File: config.mk
export PLATFORM = sky130hd
export DESIGN_NAME = shaft_odometer
export DESIGN_NICKNAME = d
export VERILOG_FILES = /design/src/rtl/shaft_odometer.sv
export SDC_FILE = /design/constraint.sdc
export NUM_CORES = 1
export LEC_CHECK = 0
export CORE_MARGIN = 10
export CORE_UTILIZATION = 44
export DETAILED_ROUTE_END_ITERATION = 8
export DONT_BUFFER_PORTS = 1
export PLACE_DENSITY = 0.6
export SYNTH_ARGS = -nofsm -noshare
export SYNTH_HDL_FRONTEND = slang
export SYNTH_SLANG_ARGS = --single-unit
File: constraint.sdc
create_clock -name clk -period 5.3 [get_ports clk]
set_input_delay 0.53 -clock clk [delete_from_list [all_inputs] [get_ports clk]]
set_output_delay 0.53 -clock clk [all_outputs]
set_load 0.005 [all_outputs]
File: src/rtl/shaft_odometer.sv
// shaft_odometer: wheel encoder conditioning, pulse counting and
// handshaked "move N pulses" sequencing with stall detection.
module shaft_odometer #(
    parameter int DEBOUNCE_CYCLES = 50_000,
    parameter int STALL_CYCLES    = 25_000_000,
    parameter int COUNT_W         = 16
) (
    input  logic               clk,
    input  logic               rst,
    input  logic               shaftPulseL,
    input  logic               shaftPulseR,
    input  logic               cmdValid,
    input  logic [COUNT_W-1:0] cmdTarget,
    output logic               cmdReady,
    input  logic               abort,
    output logic [COUNT_W-1:0] countL,
    output logic [COUNT_W-1:0] countR,
    output logic               moveBusy,
    output logic               moveDone,
    output logic               stall
);

    localparam int DB_W = $clog2(DEBOUNCE_CYCLES + 1);
    localparam int ST_W = $clog2(STALL_CYCLES + 1);

    localparam logic [DB_W-1:0] DB_LAST = DB_W'(DEBOUNCE_CYCLES - 1);
    localparam logic [ST_W-1:0] ST_LAST = ST_W'(STALL_CYCLES - 1);
    localparam logic [COUNT_W-1:0] CNT_MAX = '1;

    typedef enum logic [1:0] {
        S_IDLE = 2'd0,
        S_RUN  = 2'd1,
        S_DONE = 2'd2
    } state_t;

    logic [1:0] w_raw;
    logic [1:0] w_tick;

    assign w_raw = {shaftPulseR, shaftPulseL};

    // Index 0 is the left wheel, index 1 the right wheel.
    for (genvar g = 0; g < 2; g++) begin : g_cond
        logic [1:0]      r_sync;
        logic            r_filt;
        logic            r_filtDly;
        logic            r_tick;
        logic [DB_W-1:0] r_dbCnt;
        logic            w_differ;

        assign w_differ = r_sync[1] ^ r_filt;

        // Two-flop synchronizer for the asynchronous raw pulse.
        always_ff @(posedge clk) begin
            if (rst) begin
                r_sync <= '0;
            end else begin
                r_sync <= {r_sync[0], w_raw[g]};
            end
        end

        // Filtered level follows only after DEBOUNCE_CYCLES of disagreement.
        always_ff @(posedge clk) begin
            if (rst) begin
                r_filt  <= 1'b0;
                r_dbCnt <= '0;
            end else if (!w_differ) begin
                r_dbCnt <= '0;
            end else if (r_dbCnt == DB_LAST) begin
                r_filt  <= r_sync[1];
                r_dbCnt <= '0;
            end else begin
                r_dbCnt <= r_dbCnt + DB_W'(1);
            end
        end

        // One-cycle tick on each filtered rising edge.
        always_ff @(posedge clk) begin
            if (rst) begin
                r_filtDly <= 1'b0;
                r_tick    <= 1'b0;
            end else begin
                r_filtDly <= r_filt;
                r_tick    <= r_filt & ~r_filtDly;
            end
        end

        assign w_tick[g] = r_tick;
    end

    state_t             r_state;
    state_t             w_nextState;
    logic [COUNT_W-1:0] r_target;
    logic [COUNT_W-1:0] r_countL;
    logic [COUNT_W-1:0] r_countR;
    logic [ST_W-1:0]    r_stallCnt;
    logic               r_stall;
    logic               w_accept;
    logic               w_reached;
    logic               w_stallHit;
    logic               w_inRun;

    assign w_inRun    = (r_state == S_RUN);
    assign w_accept   = (r_state == S_IDLE) & cmdValid;
    assign w_reached  = (r_countL >= r_target) && (r_countR >= r_target);
    assign w_stallHit = (r_stallCnt == ST_LAST);

    // State register.
    always_ff @(posedge clk) begin
        if (rst) begin
            r_state <= S_IDLE;
        end else begin
            r_state <= w_nextState;
        end
    end

    // Next state: abort beats completion, completion beats stall.
    always_comb begin
        w_nextState = r_state;
        unique case (r_state)
            S_IDLE: begin
                if (cmdValid) begin
                    if (cmdTarget == '0) begin
                        w_nextState = S_DONE;
                    end else begin
                        w_nextState = S_RUN;
                    end
                end
            end
            S_RUN: begin
                if (abort) begin
                    w_nextState = S_IDLE;
                end else if (w_reached) begin
                    w_nextState = S_DONE;
                end else if (w_stallHit) begin
                    w_nextState = S_DONE;
                end
            end
            S_DONE: begin
                w_nextState = S_IDLE;
            end
            default: begin
                w_nextState = S_IDLE;
            end
        endcase
    end

    // Handshake and status outputs decoded from the state.
    always_comb begin
        cmdReady = 1'b0;
        moveBusy = 1'b0;
        moveDone = 1'b0;
        unique case (r_state)
            S_IDLE:  cmdReady = 1'b1;
            S_RUN:   moveBusy = 1'b1;
            S_DONE:  moveDone = 1'b1;
            default: cmdReady = 1'b0;
        endcase
    end

    // Target latch, captured on command acceptance.
    always_ff @(posedge clk) begin
        if (rst) begin
            r_target <= '0;
        end else if (w_accept) begin
            r_target <= cmdTarget;
        end
    end

    // Saturating pulse counters; only ticks seen while running count.
    always_ff @(posedge clk) begin
        if (rst) begin
            r_countL <= '0;
            r_countR <= '0;
        end else if (w_accept) begin
            r_countL <= '0;
            r_countR <= '0;
        end else if (w_inRun) begin
            if (w_tick[0] && (r_countL != CNT_MAX)) begin
                r_countL <= r_countL + COUNT_W'(1);
            end
            if (w_tick[1] && (r_countR != CNT_MAX)) begin
                r_countR <= r_countR + COUNT_W'(1);
            end
        end
    end

    // Stall timer: counts running cycles since the last tick on either wheel.
    always_ff @(posedge clk) begin
        if (rst) begin
            r_stallCnt <= '0;
        end else if (w_accept) begin
            r_stallCnt <= '0;
        end else if (w_inRun) begin
            if (|w_tick) begin
                r_stallCnt <= '0;
            end else begin
                r_stallCnt <= r_stallCnt + ST_W'(1);
            end
        end
    end

    // Sticky stall flag, set only when the timeout actually ends the move.
    always_ff @(posedge clk) begin
        if (rst) begin
            r_stall <= 1'b0;
        end else if (w_accept) begin
            r_stall <= 1'b0;
        end else if (w_inRun && !abort && !w_reached && w_stallHit) begin
            r_stall <= 1'b1;
        end
    end

    assign countL = r_countL;
    assign countR = r_countR;
    assign stall  = r_stall;

endmodule

# After elaboration in Yosys (flattened, before gate mapping)
# Cells that the tools add are included.
# totals
regBits,118
input_bits,22
output_inout_bits,36
wordCells,70
# op_classes
add_sub_neg,5
n_lt_le_gt_ge,2
eq_ne,9
mux,10
bitwise_logic,9
n_reduce_logical,19
# ops
cell,n
"adder 16 x 1 -> 16 bit, second input constant",4
"equality test 16 bit, second input constant",2
greater-or-equal comparator 16 bit,2
"!= test 16 bit, second input constant",2
"adder 25 x 1 -> 25 bit, second input constant",1
"equality test 25 bit, second input constant",1
two-way mux 25 bit,1
logical NOT 16 bit,1
two-way mux 2 bit,5
AND reduction 2 bit,5
logical AND 1 bit,6
OR reduction 3 bit,2
"!= test 4 bit, second input constant",1
NOT 1 bit,4
one-hot mux 2 bit (2 select lines),1
OR reduction 2 bit,2
bitwise AND 1 bit,3
two-way mux 1 bit,3
"equality test 2 x 1 -> 1 bit, second input constant",1
"equality test 2 bit, second input constant",1
logical NOT 1 bit,2
logical NOT 2 bit,1
"!= test 2 bit, second input constant",1
bitwise XOR 1 bit,2

# Depth between registers and ports, before layout
# Gate-level depths: netlist (run 1).
# logic_depth
word_depth,5
mapped_depth,9
ltp_nobuf,7

# Worst setup path after synthesis (run 1)
# OpenSTA, ideal clock, no wires.
# synth_timing
path_type,register -> register
from,reg r_countR[0] (netlist: countR[0])
to,reg r_state[1]
t_arrival_ps,1881
required_time_ps,5175
path_slack_ps,3293
stages_incl_launch_ff,8
n_path_buf,0
synth_period_minus_slack_ps,2007
cell_sequence,dfxtp_1 inv_1 ha_1 nand2b_1 a2111o_1 a32oi_1 a22oi_1 o41a_1
# synth_between
elab_chain_len,5
# synth_rtl
item,line_no,source
start: declaration,94,logic [COUNT_W-1:0] r_countR;
start signal: assignment,182,r_countR <= r_countR + COUNT_W'(1);
greater-or-equal comparator 16 bit (*),104,assign w_reached = (r_countL >= r_target) && (r_countR >= r_target);
logical AND 1 bit (*),104,
two-way mux 2 bit,132,end else if (w_reached) begin
two-way mux 2 bit,130,if (abort) begin
one-hot mux 2 bit (2 select lines),119,unique case (r_state)
end signal: assignment,112,r_state <= w_nextState;
end: declaration,90,state_t r_state;
# Mark *: on every way between the ends. The rest lies on a longest branch, timed or not.
# A chain may end at the register's enable or synchronous reset.

# Final worst setup path (run 1)
# Ends and elaborated chain as after synthesis.

==> report_table.html, run 1 <==
<table>
<tr><th>Metric</th><th>Value</th></tr>
<tr><th colspan="2">Clocking</th></tr>
<tr><td>TritonCTS clock tree</td><td>yes</td></tr>
<tr><td>Maximum level of the CTS H-tree</td><td>4</td></tr>
<tr><td>Number of buffers added by the clock tree synthesis step</td><td>17</td></tr>
<tr><td>Cell at the root of the clock tree</td><td>sky130_fd_sc_hd__clkbuf_16</td></tr>
<tr><td>Setup fix buffers added after clock tree synthesis</td><td>0</td></tr>
<tr><td>Hold_buf cts</td><td>0</td></tr>
<tr><td>Post-cts resize count</td><td>0</td></tr>
<tr><td>Clock-pin slew reported for the worst setup and hold paths after clock tree synthesis</td><td>0.05 ns</td></tr>
<tr><td>Bufs on Longest Clock Path</td><td>2</td></tr>
<tr><td>Clock latency on the worst-skew pair</td><td>0.42 ns</td></tr>
<tr><td>Clock Sinks</td><td>118</td></tr>
<tr><th colspan="2">Power</th></tr>
<tr><td>Design internal power</td><td>0.00179 W</td></tr>
<tr><td>Clock network fraction of design power</td><td>55.9%</td></tr>
<tr><td>Switching component of the power</td><td>0.000459 W</td></tr>
<tr><td>Power share of the sequential group</td><td>40.4%</td></tr>
<tr><td>Largest voltage drop on the vdd net</td><td>213 uV</td></tr>
<tr><td>Power per cell area</td><td>338 nW/um^2</td></tr>
<tr><td>Gate power share</td><td>3.7%</td></tr>
<tr><td>Leakage Power</td><td>2.28 nW</td></tr>
<tr><td>Net Sw Frac</td><td>20.4%</td></tr>
<tr><th colspan="2">Synthesis</th></tr>
<tr><td>Synth Area per Inst</td><td>8.54 um^2</td></tr>
<tr><td>Main area contributors after synthesis</td><td>sky130_fd_sc_hd__dfxtp_1, sky130_fd_sc_hd__ha_1, sky130_fd_sc_hd__nor2_1</td></tr>
<tr><td>Ys async rst share</td><td>0%</td></tr>
<tr><td>Cell area after synthesis</td><td>5850 um^2</td></tr>
<tr><td>Number of synthesis warnings</td><td>0</td></tr>
<tr><td>Top FF cell, synth</td><td>sky130_fd_sc_hd__dfxtp_1</td></tr>
<tr><td>List of most frequent post-synthesis cells</td><td>sky130_fd_sc_hd__dfxtp_1, sky130_fd_sc_hd__nor2_1, sky130_fd_sc_hd__nand2_1, sky130_fd_sc_hd__xor2_1, sky130_fd_sc_hd__xnor2_1</td></tr>
<tr><td>Sequential share of the synthesized area</td><td>40.4%</td></tr>
<tr><td>Area fraction of the dominant cell type after synthesis</td><td>40.4%</td></tr>
<tr><td>Unique masters post-synth</td><td>49</td></tr>
<tr><td>Number of instances in the synthesized netlist</td><td>685</td></tr>
<tr><td>Most instantiated library cell after synthesis</td><td>sky130_fd_sc_hd__dfxtp_1</td></tr>
<tr><td>Flops &amp; latches, synth</td><td>118</td></tr>
<tr><td>Largest area contributor in the netlist</td><td>sky130_fd_sc_hd__dfxtp_1</td></tr>
<tr><td>Number of enable-type register cells in the synthesized netlist</td><td>0</td></tr>
<tr><td>Syn nets</td><td>744</td></tr>
<tr><th colspan="2">Routing</th></tr>
<tr><td>First-iteration detailed-routing DRC count</td><td>246</td></tr>
<tr><td>Vias after detailed routing</td><td>4650</td></tr>
<tr><td>Final antenna-violating net count</td><td>0</td></tr>
<tr><td>Routed length per instance</td><td>15.1 um</td></tr>
<tr><td>Remaining design rule violation count</td><td>0</td></tr>
<tr><td>Overall routed net length</td><td>13200 um</td></tr>
<tr><td>Vias/cell</td><td>5.31</td></tr>
<tr><td>Drt first pass iters</td><td>4</td></tr>
<tr><th colspan="2">Job</th></tr>
<tr><td>Maxcap violations</td><td>0</td></tr>
<tr><th colspan="2">Cells and area</th></tr>
<tr><td>Post-route non-filler standard cell count</td><td>876</td></tr>
<tr><td>Area occupied by multi-input gates</td><td>3280 um^2</td></tr>
<tr><td>Share of layout cells above drive strength 1</td><td>7.00%</td></tr>
<tr><td>Fill cell count</td><td>1272</td></tr>
<tr><td>Net count, final</td><td>746</td></tr>
<tr><td>Area grow syn2layout</td><td>13.6%</td></tr>
<tr><td>Number of antenna repair diodes</td><td>0</td></tr>
<tr><td>Sequential Area</td><td>2360 um^2</td></tr>
<tr><th colspan="2">Floorplan</th></tr>
<tr><td>Core Footprint</td><td>13100 um^2</td></tr>
<tr><td>Top-level port count</td><td>58</td></tr>
<tr><td>Count of standard-cell rows</td><td>42</td></tr>
<tr><td>Initial core utilization</td><td>44.5%</td></tr>
<tr><td>Overall die height</td><td>135 um</td></tr>
<tr><td>Die boundary width</td><td>135 um</td></tr>
<tr><td>Die Area</td><td>18300 um^2</td></tr>
<tr><th colspan="2">Timing</th></tr>
<tr><td>Transition time at the pin with the least slew margin</td><td>0.850 ns</td></tr>
<tr><td>Final setup viols</td><td>0</td></tr>
<tr><td>Worst slew margin relative to its limit</td><td>42.8%</td></tr>
<tr><td>Setup Total Neg Slack</td><td>0 ns</td></tr>
<tr><td>Unrepaired setup endpoints after global routing</td><td>no</td></tr>
<tr><td>Fmax</td><td>0.452 GHz</td></tr>
<tr><td>Count of final hold-check violations</td><td>0</td></tr>
<tr><td>Final Skew</td><td>0.00558 ns</td></tr>
<tr><td>Time the final worst path needs with I/O delays and setup</td><td>2.21 ns</td></tr>
<tr><td>Post-route fraction of the period consumed by the critical path</td><td>41.7%</td></tr>
<tr><td>Final number of max-transition violations</td><td>0</td></tr>
<tr><th colspan="2">GRT</th></tr>
<tr><td>Largest net degree at the start of global routing</td><td>35</td></tr>
<tr><td>Global-route wire length before repair</td><td>21600 um</td></tr>
<tr><td>Number of antenna violations at the first check in global routing</td><td>0</td></tr>
<tr><td>Total congestion overflow after global routing</td><td>0</td></tr>
<tr><td>Combined global-route utilization of all metal layers</td><td>14.8%</td></tr>
<tr><td>Vias in the first global route</td><td>4377</td></tr>
<tr><th colspan="2">Outcome</th></tr>
<tr><td>Result of the run</td><td>finished clean</td></tr>
<tr><th colspan="2">Place</th></tr>
<tr><td>Placed insts</td><td>844</td></tr>
<tr><td>Number of buffers added on ports</td><td>0</td></tr>
<tr><td>Post-DP HPWL</td><td>9890 um</td></tr>
<tr><td>Global placer's final weighted congestion</td><td>0.801</td></tr>
<tr><th colspan="2">Setup path</th></tr>
<tr><td>Worst endpoint required time</td><td>5.60 ns</td></tr>
<tr><td>Reg-to-reg slack, setup</td><td>3.09 ns</td></tr>
<tr><td>Sort of element at the start of the critical path</td><td>register</td></tr>
<tr><td>Critical path fanouts, max</td><td>6</td></tr>
<tr><td>Path type of the worst setup path</td><td>reg -&gt; reg</td></tr>
<tr><td>Worst reg2reg startpoint</td><td>countR[0]</td></tr>
<tr><td>Launching instance or port of the critical path</td><td>countR[0]</td></tr>
<tr><td>Capture instance of the worst register-to-register path</td><td>r_state[1]</td></tr>
<tr><td>Arrival time reported for the critical path endpoint</td><td>2.51 ns</td></tr>
<tr><td>Kind of end point of the critical path</td><td>register</td></tr>
<tr><td>R2R depth</td><td>7</td></tr>
<tr><th colspan="2">Min path</th></tr>
<tr><td>WHS Endpoint</td><td>g_cond[0].r_sync[0]</td></tr>
<tr><td>Hold depth</td><td>1</td></tr>
<tr><td>Tightest Hold Check Type</td><td>in -&gt; reg</td></tr>
<tr><td>Source of the worst hold timing path</td><td>rst</td></tr>
</table>
## metrics by stage
step                hold slack [ns]  utilization [%]  setup slack, ns  power (W)  cell area (um^2)
floorplan                     0.367                -             3.29   0.000991              5850
global placement              0.372             45.6             3.11    0.00101              5990
detailed placement            0.371             45.6             3.09    0.00101              5990
CTS                           0.157             50.6             3.07    0.00227              6640
global route                  0.153             50.6             2.98    0.00232              6640
finish                        0.174             50.6             3.09    0.00225              6640
## area by class of cell
cell class / instances / share of cell area, %
repair buffers: 2 / 0.226
multi-input cells: 518 / 49.4
flip-flops and latches: 118 / 35.6
inverters: 30 / 1.70
well taps: 176 / 3.32
clock buffers: 25 / 7.76
clock inverters: 7 / 2.09
## registers in the layout, summed over array words and instances (netlist names)
| register | count |
|---|---|
| countL | 16 |
| countR | 16 |
| g_cond.r_dbCnt | 32 |
| g_cond.r_filt | 2 |
| g_cond.r_filtDly | 2 |
| g_cond.r_sync | 4 |
| g_cond.r_tick | 2 |
| r_stallCnt | 25 |
| r_state | 2 |
| r_target | 16 |
| stall | 1 |
## critical path, cell delays in order (launching register included)
cell,delay (ns)
sky130_fd_sc_hd__dfxtp_1,0.47
sky130_fd_sc_hd__inv_1,0.08
sky130_fd_sc_hd__ha_1,0.29
sky130_fd_sc_hd__nand2b_1,0.14
sky130_fd_sc_hd__a2111o_1,0.41
sky130_fd_sc_hd__a32oi_1,0.18
sky130_fd_sc_hd__a22oi_1,0.13
sky130_fd_sc_hd__o41a_1,0.39
## per-layer routing
metal,global-route usage [%],up-vias,share of wire [%]
met5,0,-,0
met4,6.10,0,1.8
met3,7.16,21,8.3
met2,22.2,96,45
met1,17.8,2160,45
li1,-,2373,-
## cell families after synthesis
group	Yosys count	share of synthesized area (%)
and+or+nand+nor	334	29.3
AOI/OAI and AO/OA	64	6.33
buffers and inverters	49	3.57
adders and majority gates	37	7.91
muxes	3	0.513
DFF	118	40.4
xor gates and xnor gates	80	12.0
## power groups by stage
stage,logic [W],registers (W),clock network [W]
floorplan,0.0000680,0.000923,0
global placement,0.0000808,0.000924,0
detailed placement,0.0000831,0.000925,0
CTS,0.0000834,0.000906,0.00128
global route,0.0000952,0.000907,0.00132
finish,0.0000827,0.000907,0.00126
## layout by cell type, fill, tap and decap left out, types with 3 or more instances in the layout
master / synthesis / routed
sky130_fd_sc_hd__dfxtp_1: 118 / 118
sky130_fd_sc_hd__nor2_1: 100 / 100
sky130_fd_sc_hd__nand2_1: 74 / 74
sky130_fd_sc_hd__xor2_1: 42 / 42
sky130_fd_sc_hd__xnor2_1: 38 / 38
sky130_fd_sc_hd__a21oi_1: 37 / 37
sky130_fd_sc_hd__ha_1: 37 / 37
sky130_fd_sc_hd__nand3_1: 35 / 35
sky130_fd_sc_hd__inv_1: 30 / 30
sky130_fd_sc_hd__nand4_1: 24 / 24
sky130_fd_sc_hd__clkbuf_16: 0 / 17
sky130_fd_sc_hd__nor3_1: 16 / 16
sky130_fd_sc_hd__nor4_1: 12 / 12
sky130_fd_sc_hd__o21ai_0: 11 / 11
sky130_fd_sc_hd__and3_1: 11 / 11
sky130_fd_sc_hd__nor2b_1: 9 / 9
sky130_fd_sc_hd__or3_1: 8 / 8
sky130_fd_sc_hd__and4_1: 8 / 8
sky130_fd_sc_hd__clkbuf_8: 0 / 6
sky130_fd_sc_hd__nand3b_1: 5 / 5
sky130_fd_sc_hd__a211oi_1: 5 / 5
sky130_fd_sc_hd__nand2b_1: 4 / 4
sky130_fd_sc_hd__nor3_2: 4 / 4
sky130_fd_sc_hd__nor2_2: 4 / 4
sky130_fd_sc_hd__bufinv_16: 0 / 4
sky130_fd_sc_hd__nor4_2: 3 / 3
sky130_fd_sc_hd__nor3b_1: 3 / 3
sky130_fd_sc_hd__mux2i_1: 3 / 3
## worst max-delay path by stage
stage | end | cells past startpoint
2_1_floorplan | r_state[1] | 7
3_3_place_gp | r_state[1] | 7
3_5_place_dp | r_state[1] | 7
4_1_cts | r_state[1] | 7
5_1_grt | r_state[1] | 7
6_report | r_state[1] | 7
(Power assumes the default switching activity.)
==> inputs of run 2 (changes only) <==
--- a/config.mk
+++ b/config.mk
@@ -5,11 +5,12 @@
 export SDC_FILE = /design/constraint.sdc
 export NUM_CORES = 1
 export LEC_CHECK = 0
+export ABC_AREA = 1
 export CORE_MARGIN = 10
 export CORE_UTILIZATION = 44
 export DETAILED_ROUTE_END_ITERATION = 8
 export DONT_BUFFER_PORTS = 1
-export PLACE_DENSITY = 0.6
+export PLACE_DENSITY = 0.62
 export SYNTH_ARGS = -nofsm -noshare
 export SYNTH_HDL_FRONTEND = slang
 export SYNTH_SLANG_ARGS = --single-unit
==> constraint.sdc (replaced) <==
create_clock -name clk -period 1.9 [get_ports clk]
set_input_delay 0.19 -clock clk [delete_from_list [all_inputs] [get_ports clk]]
set_output_delay 0.19 -clock clk [all_outputs]
set_load 0.005 [all_outputs]
==> report_table.html, run 2 <==
<table>
<tr><th>Metric</th><th>Value</th></tr>
<tr><th colspan="2">Cells and area</th></tr>
<tr><td>Fill cell count</td><td>1398 (was 1272)</td></tr>
<tr><td>Number of antenna repair diodes</td><td>0 (unchanged)</td></tr>
<tr><td>Leading cell types in the layout, fill and taps excluded</td><td>sky130_fd_sc_hd__nand2_1, sky130_fd_sc_hd__inv_1, sky130_fd_sc_hd__dfxtp_1 (was sky130_fd_sc_hd__dfxtp_1, sky130_fd_sc_hd__nor2_1, sky130_fd_sc_hd__nand2_1)</td></tr>
<tr><td>Share of layout cells above drive strength 1</td><td>11.1% (was 7.00%)</td></tr>
<tr><td>Number of flip-flops under the largest register name</td><td>32 (unchanged)</td></tr>
<tr><td>Net count, final</td><td>1061 (was 746)</td></tr>
<tr><td>Regs by FF count</td><td>g_cond.r_dbCnt x32, r_stallCnt x25 (unchanged)</td></tr>
<tr><td>Most common cell after layout, fill and taps aside</td><td>sky130_fd_sc_hd__nand2_1 (was sky130_fd_sc_hd__dfxtp_1)</td></tr>
<tr><td>Area grow syn2layout</td><td>20.3% (was 13.6%)</td></tr>
<tr><td>Largest Register</td><td>g_cond.r_dbCnt (unchanged)</td></tr>
<tr><th colspan="2">Synthesis</th></tr>
<tr><td>Number of enable-type register cells in the synthesized netlist</td><td>0 (unchanged)</td></tr>
<tr><td>Most instantiated library cell after synthesis</td><td>sky130_fd_sc_hd__nand2_1 (was sky130_fd_sc_hd__dfxtp_1)</td></tr>
<tr><td>List of most frequent post-synthesis cells</td><td>sky130_fd_sc_hd__nand2_1, sky130_fd_sc_hd__inv_1, sky130_fd_sc_hd__dfxtp_1, sky130_fd_sc_hd__nor2_1, sky130_fd_sc_hd__a21oi_1 (was sky130_fd_sc_hd__dfxtp_1, sky130_fd_sc_hd__nor2_1, sky130_fd_sc_hd__nand2_1, sky130_fd_sc_hd__xor2_1, sky130_fd_sc_hd__xnor2_1)</td></tr>
<tr><td>Largest area contributor in the netlist</td><td>sky130_fd_sc_hd__dfxtp_1 (unchanged)</td></tr>
<tr><td>Top FF cell, synth</td><td>sky130_fd_sc_hd__dfxtp_1 (unchanged)</td></tr>
<tr><td>Area fraction of the dominant cell type after synthesis</td><td>36.5% (was 40.4%)</td></tr>
<tr><td>Syn nets</td><td>994 (was 744)</td></tr>
<tr><td>Ys async rst share</td><td>0% (unchanged)</td></tr>
<tr><td>Sequential share of the synthesized area</td><td>36.5% (was 40.4%)</td></tr>
<tr><td>Cell area after synthesis</td><td>6480 um^2 (was 5850 um^2)</td></tr>
<tr><td>Number of synthesis warnings</td><td>0 (unchanged)</td></tr>
<tr><td>Synth Area per Inst</td><td>6.93 um^2 (was 8.54 um^2)</td></tr>
<tr><td>Flops &amp; latches, synth</td><td>118 (unchanged)</td></tr>
<tr><td>Unique masters post-synth</td><td>38 (was 49)</td></tr>
<tr><td>Number of instances in the synthesized netlist</td><td>935 (was 685)</td></tr>
<tr><td>Main area contributors after synthesis</td><td>sky130_fd_sc_hd__dfxtp_1, sky130_fd_sc_hd__nand2_1, sky130_fd_sc_hd__inv_1 (was sky130_fd_sc_hd__dfxtp_1, sky130_fd_sc_hd__ha_1, sky130_fd_sc_hd__nor2_1)</td></tr>
<tr><th colspan="2">Power</th></tr>
<tr><td>Switching component of the power</td><td>0.00147 W (was 0.000459 W)</td></tr>
<tr><td>Largest voltage drop on the vdd net</td><td>612 uV (was 213 uV)</td></tr>
<tr><td>Power per cell area</td><td>783 nW/um^2 (was 338 nW/um^2)</td></tr>
<tr><td>Leakage Power</td><td>3.09 nW (was 2.28 nW)</td></tr>
<tr><td>Power, Total</td><td>0.00610 W (was 0.00225 W)</td></tr>
<tr><td>Clock network fraction of design power</td><td>52.2% (was 55.9%)</td></tr>
<tr><td>Power share of the sequential group</td><td>41.6% (was 40.4%)</td></tr>
<tr><td>Design internal power</td><td>0.00463 W (was 0.00179 W)</td></tr>
<tr><td>Net Sw Frac</td><td>24.1% (was 20.4%)</td></tr>
<tr><td>Gate power share</td><td>6.2% (was 3.7%)</td></tr>
<tr><th colspan="2">Routing</th></tr>
<tr><td>Drt first pass iters</td><td>4 (unchanged)</td></tr>
<tr><td>Overall routed net length</td><td>16400 um (was 13200 um)</td></tr>
<tr><td>Routed length per instance</td><td>13.6 um (was 15.1 um)</td></tr>
<tr><td>Final antenna-violating net count</td><td>0 (unchanged)</td></tr>
<tr><td>Remaining design rule violation count</td><td>0 (unchanged)</td></tr>
<tr><td>First-iteration detailed-routing DRC count</td><td>329 (was 246)</td></tr>
<tr><td>Vias/cell</td><td>4.98 (was 5.31)</td></tr>
<tr><td>Vias after detailed routing</td><td>5968 (was 4650)</td></tr>
<tr><th colspan="2">Clocking</th></tr>
<tr><td>Setup fix buffers added after clock tree synthesis</td><td>0 (unchanged)</td></tr>
<tr><td>Clock-pin slew reported for the worst setup and hold paths after clock tree synthesis</td><td>0.06 ns (was 0.05 ns)</td></tr>
<tr><td>Bufs on Longest Clock Path</td><td>2 (unchanged)</td></tr>
<tr><td>Cell at the root of the clock tree</td><td>sky130_fd_sc_hd__clkbuf_16 (unchanged)</td></tr>
<tr><td>TritonCTS clock tree</td><td>yes (unchanged)</td></tr>
<tr><td>Clock Sinks</td><td>118 (unchanged)</td></tr>
<tr><td>Clock latency on the worst-skew pair</td><td>0.42 ns (about the same)</td></tr>
<tr><td>Number of buffers added by the clock tree synthesis step</td><td>17 (unchanged)</td></tr>
<tr><td>Maximum level of the CTS H-tree</td><td>4 (unchanged)</td></tr>
<tr><th colspan="2">Timing</th></tr>
<tr><td>Worst slew margin relative to its limit</td><td>68.2% (was 42.8%)</td></tr>
<tr><td>Final Skew</td><td>0.00470 ns (was 0.00558 ns)</td></tr>
<tr><td>Time the final worst path needs with I/O delays and setup</td><td>1.74 ns (was 2.21 ns)</td></tr>
<tr><td>Final setup viols</td><td>0 (unchanged)</td></tr>
<tr><td>Transition time at the pin with the least slew margin</td><td>0.475 ns (was 0.850 ns)</td></tr>
<tr><td>Worst Hold Slack</td><td>0.0286 ns (was 0.174 ns)</td></tr>
<tr><td>Final number of max-transition violations</td><td>0 (unchanged)</td></tr>
<tr><td>Fmax</td><td>0.574 GHz (was 0.452 GHz)</td></tr>
<tr><td>Post-route fraction of the period consumed by the critical path</td><td>91.7% (was 41.7%)</td></tr>
<tr><td>Unrepaired setup endpoints after global routing</td><td>yes (was no)</td></tr>
<tr><td>Count of final hold-check violations</td><td>0 (unchanged)</td></tr>
<tr><th colspan="2">Setup path</th></tr>
<tr><td>Kind of end point of the critical path</td><td>register (unchanged)</td></tr>
<tr><td>Path type of the worst setup path</td><td>reg -&gt; reg (unchanged)</td></tr>
<tr><td>Arrival time reported for the critical path endpoint</td><td>2.11 ns (was 2.51 ns)</td></tr>
<tr><td>Worst endpoint required time</td><td>2.26 ns (was 5.60 ns)</td></tr>
<tr><td>Critical path fanouts, max</td><td>4 (was 6)</td></tr>
<tr><td>Sort of element at the start of the critical path</td><td>register (unchanged)</td></tr>
<tr><th colspan="2">Place</th></tr>
<tr><td>Global placer's final weighted congestion</td><td>0.890 (was 0.801)</td></tr>
<tr><td>Number of buffers added on ports</td><td>0 (unchanged)</td></tr>
<tr><td>Post-DP HPWL</td><td>12300 um (was 9890 um)</td></tr>
<tr><th colspan="2">GRT</th></tr>
<tr><td>Total congestion overflow after global routing</td><td>0 (unchanged)</td></tr>
<tr><td>Largest net degree at the start of global routing</td><td>32 (was 35)</td></tr>
<tr><td>Combined global-route utilization of all metal layers</td><td>17.1% (was 14.8%)</td></tr>
<tr><td>Vias in the first global route</td><td>5763 (was 4377)</td></tr>
<tr><td>Number of antenna violations at the first check in global routing</td><td>0 (unchanged)</td></tr>
<tr><td>Global-route wire length before repair</td><td>28100 um (was 21600 um)</td></tr>
<tr><th colspan="2">Job</th></tr>
<tr><td>Maxcap violations</td><td>0 (unchanged)</td></tr>
<tr><th colspan="2">Floorplan</th></tr>
<tr><td>Top-level port count</td><td>58 (unchanged)</td></tr>
<tr><td>Core Footprint</td><td>14500 um^2 (was 13100 um^2)</td></tr>
<tr><td>Overall die height</td><td>141 um (was 135 um)</td></tr>
<tr><td>Count of standard-cell rows</td><td>44 (was 42)</td></tr>
<tr><td>Die boundary width</td><td>141 um (was 135 um)</td></tr>
<tr><td>Die Area</td><td>20000 um^2 (was 18300 um^2)</td></tr>
<tr><td>Initial core utilization</td><td>44.7% (was 44.5%)</td></tr>
<tr><th colspan="2">Outcome</th></tr>
<tr><td>Result of the run</td><td>finished clean (unchanged)</td></tr>
<tr><th colspan="2">Min path</th></tr>
<tr><td>Tightest Hold Check Type</td><td>in -&gt; reg (unchanged)</td></tr>
</table>
run 2: worst paths after layout:
check | to | slack (ns) | cells past startpoint | start
worst min-delay path | r_target[0] | 0.03 | 3 | cmdValid
worst min register to register | g_cond[0].r_tick | 0.39 | 1 | g_cond[0].r_filtDly
worst max-delay path | r_stallCnt[22] | 0.16 | 10 | r_stallCnt[0]
worst max register to register | r_stallCnt[22] | 0.16 | 10 | r_stallCnt[0]
run 2: timing repair:
| action | 4_1_cts | 5_1_grt |
|---|---|---|
| endpoints found under the hold margin | 27 | 0 |
| hold buffers | 18 | 0 |
| setup endpoints to repair | 0 | 24 |
| gates resized for setup | 0 | 13 |
run 2: per-layer routing:
layer	share of wire, %	global-route usage (%)	vias up
met1	49	22.5	2610
met2	42	25.3	148
met4	2.2	7.61	0
met3	6.2	4.94	25
li1	-	-	3185
met5	0	0	-
run 2: cell type report:
cell class                 count  area (um^2)  share of cell area, %
clock inverter                14          153                   1.96
multi-input combinational    650         3480                   44.7
timing repair buffer          65          558                   7.16
sequential                   118         2360                   30.3
inverter                     150          563                   7.23
clock buffer                  18          439                   5.64
tap                          184          230                   2.96
run 2: kinds of logic after synthesis:
| logic type | synth area share (%) |
|---|---|
| AO/OA/AOI/OAI | 12.5 |
| flip-flops | 36.5 |
| buffers and inverters | 10.5 |
| XOR/XNOR | 3.25 |
| AND/OR/NAND/NOR | 30.2 |
| adder cells (fa/ha/maj) | 7.15 |
run 2: through the flow:
stage	TNS, ns	area, um^2	utilization, %	setup slack [ns]	instances
final	0	7790	53.8	0.158	1199
after global routing	-0.129	7790	53.8	-0.0738	1199
after CTS	0	7740	53.5	0.107	1199
after detailed placement	0	6970	48.1	0.0965	1149
after global placement	0	6970	48.1	0.178	1149
after floorplan	0	6480	-	0.196	935
run 2: worst max-delay path, stage by stage (launching register included):
cell                      delay [ns]
sky130_fd_sc_hd__dfxtp_1        0.37
sky130_fd_sc_hd__ha_2           0.21
sky130_fd_sc_hd__nand2_1        0.07
sky130_fd_sc_hd__nor2_1         0.09
sky130_fd_sc_hd__nand2_1        0.10
sky130_fd_sc_hd__nor2_1         0.15
sky130_fd_sc_hd__nand2_1        0.09
sky130_fd_sc_hd__nor3_1         0.24
sky130_fd_sc_hd__nand2_1        0.11
sky130_fd_sc_hd__a21oi_1        0.14
sky130_fd_sc_hd__o21a_1         0.12
run 2: power groups by stage:
stage	Combinational (W)	Clock, W	Sequential, W
6_report	0.000380	0.00318	0.00254
5_1_grt	0.000439	0.00335	0.00254
4_1_cts	0.000375	0.00324	0.00254
3_5_place_dp	0.000340	0	0.00259
3_3_place_gp	0.000337	0	0.00259
2_1_floorplan	0.000247	0	0.00258
